<file path="config.mk">
export PLATFORM = sky130hd
export DESIGN_NAME = ifft_r2sdf_stage
export DESIGN_NICKNAME = d
export VERILOG_FILES = /design/src/rtl/fft_pkg.sv /design/src/rtl/cmul_conj_pipe.sv /design/src/rtl/ifft_r2sdf_stage.sv
export SDC_FILE = /design/constraint.sdc
export NUM_CORES = 2
export LEC_CHECK = 0
export BUFFER_PORTS_ARGS = -buffer_cell sky130_fd_sc_hd__buf_2
export CAP_MARGIN = 20
export CORE_MARGIN = 2
export CORE_UTILIZATION = 26
export CTS_BUF_LIST = sky130_fd_sc_hd__clkbuf_16
export DETAILED_ROUTE_END_ITERATION = 10
export HOLD_SLACK_MARGIN = 0.06
export PLACE_DENSITY = 0.4
export SKIP_LAST_GASP = 1
export SYNTH_ARGS = -nofsm -noshare
export SYNTH_HDL_FRONTEND = slang
export SYNTH_HIERARCHICAL = 1
export SYNTH_SLANG_ARGS = --single-unit
</file>
<file path="constraint.sdc">
create_clock -name clk -period 15.22 [get_ports clk]
set_clock_uncertainty 0.2 [all_clocks]
set_input_delay 3.044 -clock clk [delete_from_list [all_inputs] [get_ports clk]]
set_output_delay 3.044 -clock clk [all_outputs]
set_load 0.02 [all_outputs]
</file>
<file path="src/rtl/fft_pkg.sv">
// Shared definitions for the R2SDF IFFT stages: widths, FSM encoding, shift/saturate helpers.
// IFFT_SDF_ROUND_EN selects round-half-up shifts instead of arithmetic truncation.
package fft_pkg;

    localparam int unsigned SAMPLE_W = 14;
    localparam int unsigned TW_W     = 14;
    localparam int unsigned ACC_W    = 64;

    typedef logic signed [ACC_W-1:0] acc_t;

    typedef enum logic [1:0] {
        StPrime = 2'd0,
        StRun   = 2'd1,
        StDrain = 2'd2
    } state_e;

    function automatic acc_t rshift(input acc_t v, input int unsigned sh);
`ifdef IFFT_SDF_ROUND_EN
        acc_t one;
        one = acc_t'(1);
        return (v + (one <<< (sh - 1))) >>> sh;
`else
        return v >>> sh;
`endif
    endfunction

    function automatic acc_t sat(input acc_t v, input int unsigned w);
        acc_t mx;
        acc_t mn;
        mx = (acc_t'(1) <<< (w - 1)) - acc_t'(1);
        mn = -mx - acc_t'(1);
        if (v > mx) return mx;
        if (v < mn) return mn;
        return v;
    endfunction

endpackage

</file>
<file path="src/rtl/cmul_conj_pipe.sv">
// Registered multiply by conj(W) with scaling, saturation and an exact x1 bypass.
// Output data holds its value between enabled cycles.
module cmul_conj_pipe
    import fft_pkg::*;
#(
    parameter int unsigned WIDTH    = SAMPLE_W,
    parameter int unsigned TW_WIDTH = TW_W
) (
    input  logic                       clk,
    input  logic                       rst,
    input  logic                       en,
    input  logic                       bypass,
    input  logic signed [WIDTH-1:0]    d_re,
    input  logic signed [WIDTH-1:0]    d_im,
    input  logic signed [TW_WIDTH-1:0] tw_re,
    input  logic signed [TW_WIDTH-1:0] tw_im,
    output logic                       out_valid,
    output logic signed [WIDTH-1:0]    out_re,
    output logic signed [WIDTH-1:0]    out_im
);

    acc_t                    prod_re;
    acc_t                    prod_im;
    logic signed [WIDTH-1:0] res_re_d;
    logic signed [WIDTH-1:0] res_im_d;
    logic                    valid_q;
    logic signed [WIDTH-1:0] re_q;
    logic signed [WIDTH-1:0] im_q;

    // conj(W) = tw_re - j*tw_im
    always_comb begin
        prod_re  = acc_t'(d_re) * acc_t'(tw_re) + acc_t'(d_im) * acc_t'(tw_im);
        prod_im  = acc_t'(d_im) * acc_t'(tw_re) - acc_t'(d_re) * acc_t'(tw_im);
        res_re_d = WIDTH'(sat(rshift(prod_re, TW_WIDTH - 1), WIDTH));
        res_im_d = WIDTH'(sat(rshift(prod_im, TW_WIDTH - 1), WIDTH));
        if (bypass) begin
            res_re_d = d_re;
            res_im_d = d_im;
        end
    end

    always_ff @(posedge clk) begin
        if (rst) begin
            valid_q <= 1'b0;
            re_q    <= '0;
            im_q    <= '0;
        end else begin
            valid_q <= en;
            if (en) begin
                re_q <= res_re_d;
                im_q <= res_im_d;
            end
        end
    end

    assign out_valid = valid_q;
    assign out_re    = re_q;
    assign out_im    = im_q;

endmodule

</file>
<file path="src/rtl/ifft_r2sdf_stage.sv">
// One radix-2 single-delay-feedback DIF stage of the inverse FFT (multiplies by conj(W)).
// Rounding of all shifts is selected by IFFT_SDF_ROUND_EN (see fft_pkg).
module ifft_r2sdf_stage
    import fft_pkg::*;
#(
    parameter int unsigned WIDTH     = SAMPLE_W,
    parameter int unsigned DELAY     = 4,
    parameter int unsigned TW_STRIDE = 1,
    parameter int unsigned TW_AW     = 8
) (
    input  logic                    clk,
    input  logic                    rst,
    input  logic                    in_valid,
    output logic                    in_ready,
    input  logic signed [WIDTH-1:0] in_re,
    input  logic signed [WIDTH-1:0] in_im,
    input  logic                    drain,
    output logic [TW_AW-1:0]        tw_addr,
    input  logic signed [WIDTH-1:0] tw_re,
    input  logic signed [WIDTH-1:0] tw_im,
    output logic                    out_valid,
    output logic signed [WIDTH-1:0] out_re,
    output logic signed [WIDTH-1:0] out_im
);

    localparam int unsigned CW = $clog2(2 * DELAY);
    localparam int unsigned AW = (DELAY > 1) ? $clog2(DELAY) : 1;

    state_e                  state_q, state_d;
    logic [CW-1:0]           cnt_q, cnt_d;
    logic [TW_AW-1:0]        tw_addr_q;
    logic signed [WIDTH-1:0] mem_re [DELAY];
    logic signed [WIDTH-1:0] mem_im [DELAY];

    logic                    phase_b, drain_go, draining, step, last_drain;
    logic [AW-1:0]           ptr;
    logic signed [WIDTH-1:0] x_re, x_im, head_re, head_im;
    logic signed [WIDTH-1:0] sum_re, sum_im, dif_re, dif_im;

    logic                    s1_valid_q, s1_bypass_q, s2_valid_q, s2_bypass_q;
    logic signed [WIDTH-1:0] s1_re_q, s1_im_q, s2_re_q, s2_im_q;

    function automatic logic signed [WIDTH-1:0] half(input acc_t v);
        return WIDTH'(sat(rshift(v, 1), WIDTH));
    endfunction

    always_comb begin
        phase_b    = cnt_q >= CW'(DELAY);
        drain_go   = drain && (state_q == StRun) && (cnt_q == '0);
        draining   = drain_go || (state_q == StDrain);
        in_ready   = !draining;
        step       = draining || in_valid;
        last_drain = draining && (cnt_q == CW'(DELAY - 1));
        ptr        = AW'(cnt_q % CW'(DELAY));
        x_re       = draining ? '0 : in_re;
        x_im       = draining ? '0 : in_im;
        head_re    = mem_re[ptr];
        head_im    = mem_im[ptr];
        sum_re     = half(acc_t'(head_re) + acc_t'(x_re));
        sum_im     = half(acc_t'(head_im) + acc_t'(x_im));
        dif_re     = half(acc_t'(head_re) - acc_t'(x_re));
        dif_im     = half(acc_t'(head_im) - acc_t'(x_im));
    end

    always_comb begin
        state_d = state_q;
        cnt_d   = cnt_q;
        if (step) begin
            // a drain always ends on a block boundary, so cnt restarts at 0
            if (last_drain || (cnt_q == CW'(2 * DELAY - 1))) cnt_d = '0;
            else cnt_d = cnt_q + CW'(1);
            case (state_q)
                StPrime: if (phase_b) state_d = StRun;
                StRun:   if (drain_go) state_d = last_drain ? StPrime : StDrain;
                StDrain: if (last_drain) state_d = StPrime;
                default: state_d = StPrime;
            endcase
        end
    end

    always_ff @(posedge clk) begin
        if (rst) begin
            state_q     <= StPrime;
            cnt_q       <= '0;
            tw_addr_q   <= '0;
            s1_valid_q  <= 1'b0;
            s1_bypass_q <= 1'b0;
            s1_re_q     <= '0;
            s1_im_q     <= '0;
            s2_valid_q  <= 1'b0;
            s2_bypass_q <= 1'b0;
            s2_re_q     <= '0;
            s2_im_q     <= '0;
        end else begin
            state_q    <= state_d;
            cnt_q      <= cnt_d;
            // phase-A steps of the first block have no pending difference to emit
            s1_valid_q <= step && !((state_q == StPrime) && !phase_b);
            if (step) begin
                s1_bypass_q <= phase_b || (cnt_q == '0);
                s1_re_q     <= phase_b ? sum_re : head_re;
                s1_im_q     <= phase_b ? sum_im : head_im;
                if (!phase_b) tw_addr_q <= TW_AW'(cnt_q * TW_STRIDE);
            end
            s2_valid_q  <= s1_valid_q;
            s2_bypass_q <= s1_bypass_q;
            s2_re_q     <= s1_re_q;
            s2_im_q     <= s1_im_q;
        end
    end

    always_ff @(posedge clk) begin
        if (step) begin
            mem_re[ptr] <= phase_b ? dif_re : x_re;
            mem_im[ptr] <= phase_b ? dif_im : x_im;
        end
    end

    assign tw_addr = tw_addr_q;

    // sums ride the multiplier bypass so both paths share one output register
    cmul_conj_pipe #(
        .WIDTH    (WIDTH),
        .TW_WIDTH (WIDTH)
    ) u_cmul (
        .clk       (clk),
        .rst       (rst),
        .en        (s2_valid_q),
        .bypass    (s2_bypass_q),
        .d_re      (s2_re_q),
        .d_im      (s2_im_q),
        .tw_re     (tw_re),
        .tw_im     (tw_im),
        .out_valid (out_valid),
        .out_re    (out_re),
        .out_im    (out_im)
    );

endmodule

</file>
==> Word level (Yosys, flattened, before mapping) <==
Memories as Yosys holds them, arrays and structs flattened. A register that Yosys moved wholly into a read port is not among the register bits.
Cells that the tools add are included.
{ "totals": {"reg_bits": 97, "ram_bits": 112, "mem_count": 2} }
{ "classes": {"n_addsub": 7, "n_mul": 4, "order_cmp": 13, "n_eq_ne": 7, "muxes": 62, "n_bitwise": 1, "reduce_logical": 16} }
{ "memory_table": {"columns": ["name", "depth", "width", "rd", "rd_clocked_by_memory_dff", "write_ports", "line", "source"], "rows": [
  ["mem_im", 4, 14, 1, 1, 1, "ifft_r2sdf_stage.sv:33", "logic signed [WIDTH-1:0] mem_im [DELAY];"],
  ["mem_re", 4, 14, 1, 1, 1, "ifft_r2sdf_stage.sv:32", "logic signed [WIDTH-1:0] mem_re [DELAY];"]
]} }
{ "op_table": {"columns": ["op", "count"], "rows": [
  ["$mux W14", 32],
  ["$mul A14 B14 Y28", 4],
  ["$gt A51 B14 Y1 const B", 2],
  ["$lt A51 B14 Y1 const B", 2],
  ["$gt A14 B14 Y1 const B", 4],
  ["$lt A14 B14 Y1 const B", 4],
  ["$add A14 B14 Y15", 2],
  ["$sub A14 B14 Y15", 2],
  ["$add A28 B28 Y29", 1],
  ["$sub A28 B28 Y29", 1],
  ["$mux W1", 20],
  ["$mux W2", 8],
  ["$ne A2 B2 Y1 const B", 3],
  ["$pmux W2 S3", 1],
  ["$logic_and A1 B1 Y1", 5],
  ["$logic_or A1 B1 Y1", 4],
  ["$reduce_and A4 Y1", 1],
  ["$add A3 B1 Y3 const B", 1],
  ["$eq A3 B2 Y1 const B", 1],
  ["$eq A3 B3 Y1 const B", 1],
  ["$ge A3 B3 Y1 const B", 1],
  ["$logic_not A1 Y1", 3],
  ["$logic_not A3 Y1", 1],
  ["$mux W3", 1],
  ["5 further kinds", 5]
]} }

==> Logic depth before layout (Yosys ltp) <==
{ "depth": {"ltp_word": 12, "mapped_depth": 29, "mapped_depth_nobuf": 26} }

==> Modules after synthesis <==
The synthesis kept the hierarchy.
{ "by_module_without_submodules": {"columns": ["mod", "n_inst", "cells_each", "area_per_inst_um2", "seq_area_each_um2"], "rows": [
  ["cmul_conj_pipe", 1, 3340, 31918.1, 580.6],
  ["ifft_r2sdf_stage", 1, 895, 9663.0, 4764.6]
]} }

==> Least setup slack after synthesis <==
OpenSTA, ideal clock, no wires.
{ "synth_path": {"kind": "input-to-reg", "startpoint": "input port tw_im[1]", "endpoint": "register u_cmul.im_q[2], in the netlist u_cmul/out_im[2]", "setup_ns": 0.132, "arrival_ns": 10.032, "t_required_ns": 14.888, "setup_slack_ns": 4.856, "path_stages": 27, "path_cell_list": "clkbuf_1 clkbuf_1 nand2_1 fa_1 inv_1 fa_1 inv_1 fa_1 fa_1 fa_1 fa_1 fa_1 inv_1 fa_1 inv_1 ha_1 clkbuf_1 nand3_1 nor2_1 nand4_1 nor3b_1 o31a_1 nand3_1 a31o_2 buf_6 a21oi_1 o32ai_1"} }
{ "synth_between": {"elab_chain_len": 8} }
{ "synth_rtl": {"columns": ["element", "line", "source"], "rows": [
  ["start, declared", "ifft_r2sdf_stage.sv:20", "input logic signed [WIDTH-1:0] tw_im,"],
  ["$mul A14 B14 Y28 *", "cmul_conj_pipe.sv:33", "prod_im = acc_t'(d_im) * acc_t'(tw_re) - acc_t'(d_re) * acc_t'(tw_im);"],
  ["$sub A28 B28 Y29 *", "cmul_conj_pipe.sv:33", null],
  ["$lt A51 B14 Y1", "fft_pkg.sv:33", "if (v < mn) return mn;"],
  ["$mux W1 (2 in a row)", "fft_pkg.sv:33", null],
  ["$mux W14", "fft_pkg.sv:34", "return v;"],
  ["$mux W14 *", "fft_pkg.sv:33", null],
  ["$mux W14 *", "cmul_conj_pipe.sv:36", "if (bypass) begin"],
  ["end signal, assigned", "cmul_conj_pipe.sv:51", "im_q <= res_im_d;"],
  ["end, declared", "cmul_conj_pipe.sv:28", "logic signed [WIDTH-1:0] im_q;"]
]} }
Mark *: on every way between the ends. The rest lies on a longest branch, timed or not. The select of a mux whose other input is x is not followed.
A chain may end at the register's enable or synchronous reset.

==> Worst setup path in the final report <==
{ "layout_path": {"startpoint": "input port tw_im[0]", "endpoint": "register u_cmul.re_q[1], in the netlist u_cmul/out_re[1]"} }
{ "layout_between": {"elab_chain_len": 8} }
{ "layout_rtl": {"columns": ["element", "line", "source"], "rows": [
  ["$mul A14 B14 Y28 *", "cmul_conj_pipe.sv:32", "prod_re = acc_t'(d_re) * acc_t'(tw_re) + acc_t'(d_im) * acc_t'(tw_im);"],
  ["$add A28 B28 Y29 *", "cmul_conj_pipe.sv:32", null],
  ["$lt A51 B14 Y1", "fft_pkg.sv:33", null],
  ["$mux W1 (2 in a row)", "fft_pkg.sv:33", null],
  ["$mux W14", "fft_pkg.sv:34", null],
  ["$mux W14 *", "fft_pkg.sv:33", null],
  ["$mux W14 *", "cmul_conj_pipe.sv:36", null],
  ["end signal, assigned", "cmul_conj_pipe.sv:50", "re_q <= res_re_d;"],
  ["end, declared", "cmul_conj_pipe.sv:27", "logic signed [WIDTH-1:0] re_q;"]
]} }
Marks and branches as above.

==> results.json <==
{
  "path_max_fanout": 28,
  "fmax_mhz": 91.40,
  "clkLatencyLatePin_ps": 580,
  "synth_area_leaders": "fa_1, ha_1, inv_1, edfxtp_1, and2_1",
  "antenna_found_initial": 15,
  "cts_resized": 0,
  "drtAntennaViolNets": 0,
  "multiInputGateArea_um2": 31880,
  "grt_pass1_vias": 30818,
  "ys_seq_elements": 211,
  "stdcell_area_um2": 44980,
  "ys_types": 79,
  "ios": 98,
  "synth_most_common_cell": "inv_1",
  "status": "finished, final reports clean",
  "timing.final.max_slew_violations": 0,
  "hold_viol_final": 0,
  "clkTransAtPathRegs_ps": 60,
  "grt_overflow": 0,
  "dpl_cell_area_um2": 44150,
  "die_area_um2": 163100,
  "crit_path_frequent_cell": "fa_1",
  "vias": 27505,
  "cts_setup_buffers": 0,
  "grt_first_pass_wirelength_um": 188600,
  "yosysSeqAreaShare_pct": 12.85,
  "layout_min_cycle_time_ps": 10940,
  "netlist_instances": 4235,
  "wirelength_um": 117900,
  "ys_top_cells_by_count": "inv_1, fa_1, and2_1",
  "place_ws_ps": 3732,
  "yosys_most_used_dff": "edfxtp_1",
  "finalCritPeriodShare_pct": 71.88,
  "portBuffers": 92,
  "syn_to_final_growth_pct": 8.179,
  "wl_per_cell_um": 18.79,
  "hpwl_um": 90560,
  "hp-class": "reg2reg",
  "tightest_slew_ps": 1018,
  "netlist_area_um2": 41580,
  "timing.slew.headroom_pct": 32.15,
  "cp_slowest_cell": "a21oi_1",
  "ff_latch_area_um2": 5351,
  "drv_cap": 0,
  "coreArea_um2": 158600,
  "rsz0062_at_grt": "false",
  "cp_num_buf_inv": 6,
  "clkSinkCount": 211,
  "cts_tree": "done",
  "htree_num_levels": 1,
  "critPathRequiredTime_ps": 15530,
  "whs_ps": 246.3,
  "drt-pass1-iter-count": 5,
  "ctsHoldBuffers": 0,
  "startpoint_type": "input port",
  "post-synth-top-area-cell": "fa_1",
  "worst_path_dominant_cell_family": "adder cells",
  "numCtsBuffers": 25,
  "die_y_um": 403.9,
  "place.gp.congestion": 0.8033,
  "grtUsageTotal_pct": 15.10,
  "finalNetCount": 5448,
  "drt-initial-drc-count": 1009,
  "synth_edf_count": 112,
  "path_class": "in2reg",
  "rows": 146,
  "n_fill_cell": 16872,
  "yosys_warnings": 6,
  "syn_area_per_cell_um2": 9.818,
  "clock-root-buffer": "clkbuf_16",
  "grt_max_degree": 78,
  "cts_buffer_depth": 3,
  "synthArstFlopShare_pct": 0,
  "die_w_um": 403.9,
  "timing.setup.tns_ps": 0,
  "setup_violations": 0,
  "netlist.area_leader.share_pct": 43.57,
  "arrival_ps": 11250,
  "layout_setup_ws_ps": 4279,
  "drc_errors": 0,
  "endpoint_kind": "flip-flop",
  "drive_above_1_share_pct": 5.713,
  "start_util_pct": 26.22,
  "via_per_inst": 4.384,
  "slowest_delay_ps": 640
}
-- stage by stage --
| step | utilization [%] | std cells |
|---|---|---|
| final | 28.37 | 6274 |
| after global routing | 28.37 | 6274 |
| after CTS | 28.37 | 6273 |
| after detailed placement | 27.85 | 6227 |
| after global placement | 27.85 | 6227 |
| after floorplan | - | 4239 |
-- worst register-to-register path, stage by stage, from the launching register on --
cell       delay [ps]
dfxtp_1           300
buf_4             360
and2_1            540
inv_1             410
fa_1              580
fa_1              540
inv_1              50
fa_1              480
fa_1              570
fa_1              440
fa_1              460
fa_1              490
inv_1              50
fa_1              470
inv_1              40
ha_1              360
nand3_1           120
a2111oi_0         360
nand3_1           270
nand3_1           270
a31oi_1           130
xor2_1            170
a21oi_1           640
nor2_4            170
o211ai_2          210
-- path summary, 6_finish.rpt --
kind / end / start / depth (start not counted) / slack, ps
setup / recovery: u_cmul/out_re[1] / tw_im[0] / 25 / 4280
hold / removal: s1_bypass_q / s1_bypass_q / 2 / 250
setup reg to reg: u_cmul/out_re[1] / s2_im_q[13] / 24 / 6480
hold reg to reg: s1_bypass_q / s1_bypass_q / 2 / 250
-- area by class of cell --
| cell class | instances | area share (%) |
|---|---|---|
| timing repair buffer | 144 | 1.891 |
| multi-input combinational | 2873 | 70.87 |
| tap | 2072 | 5.763 |
| inverter | 927 | 7.736 |
| clock buffer | 25 | 1.391 |
| clock inverter | 21 | 0.4451 |
| antenna | 1 | 0.005563 |
| sequential | 211 | 11.90 |
-- sequential cells by signal (all words and copies together) (netlist names), 14 cells and up, named ones only --
signal and cells:
s1_im_q 14, mem_re 56, s2_re_q 14, u_cmul/out_im 14
s1_re_q 14, u_cmul/out_re 14, s2_im_q 14, mem_im 56
-- placed cells by master (no fill, tap or decap), drive strengths merged, types with 31 or more instances in the layout --
master  synthesis  routed
xnor2          75      75
nand3          31      31
edfxtp        112     112
nand2b         36      36
inv           926     935
nor2b          40      40
nor2          122     122
a21oi         120     120
and2          448     448
buf            21     144
dfxtp          99      99
o21ai          78      78
fa            905     905
nand2         413     413
ha            301     301
-- kinds of logic (layout without fill, tap and decap cells) --
kind of cell	after synthesis	count (layout)	synth area share (%)
other cells	1	6	0.009019
mux	33	33	1.676
xor+xnor	105	105	2.248
buf+inv	1155	1117	10.54
fa+ha+maj	1206	1206	52.63
simple gates	1150	1150	14.08
compound gates	374	374	5.964
flops	211	211	12.85
-- routing by layer --
metal | part of all wire (%) | up-vias | GRT usage [%] | wire length, um
met2 | 50 | 344 | 26.67 | 59360
met4 | 1.7 | 4 | 2.344 | 1952
li1 | - | 12658 | - | -
met1 | 45 | 14415 | 20.53 | 53340
met5 | 0.023 | - | 0 | 27
met3 | 2.7 | 84 | 1.087 | 3201
Power is not shown: default switching activity piles up to over one toggle a cycle in this logic, so the estimate is an artifact.
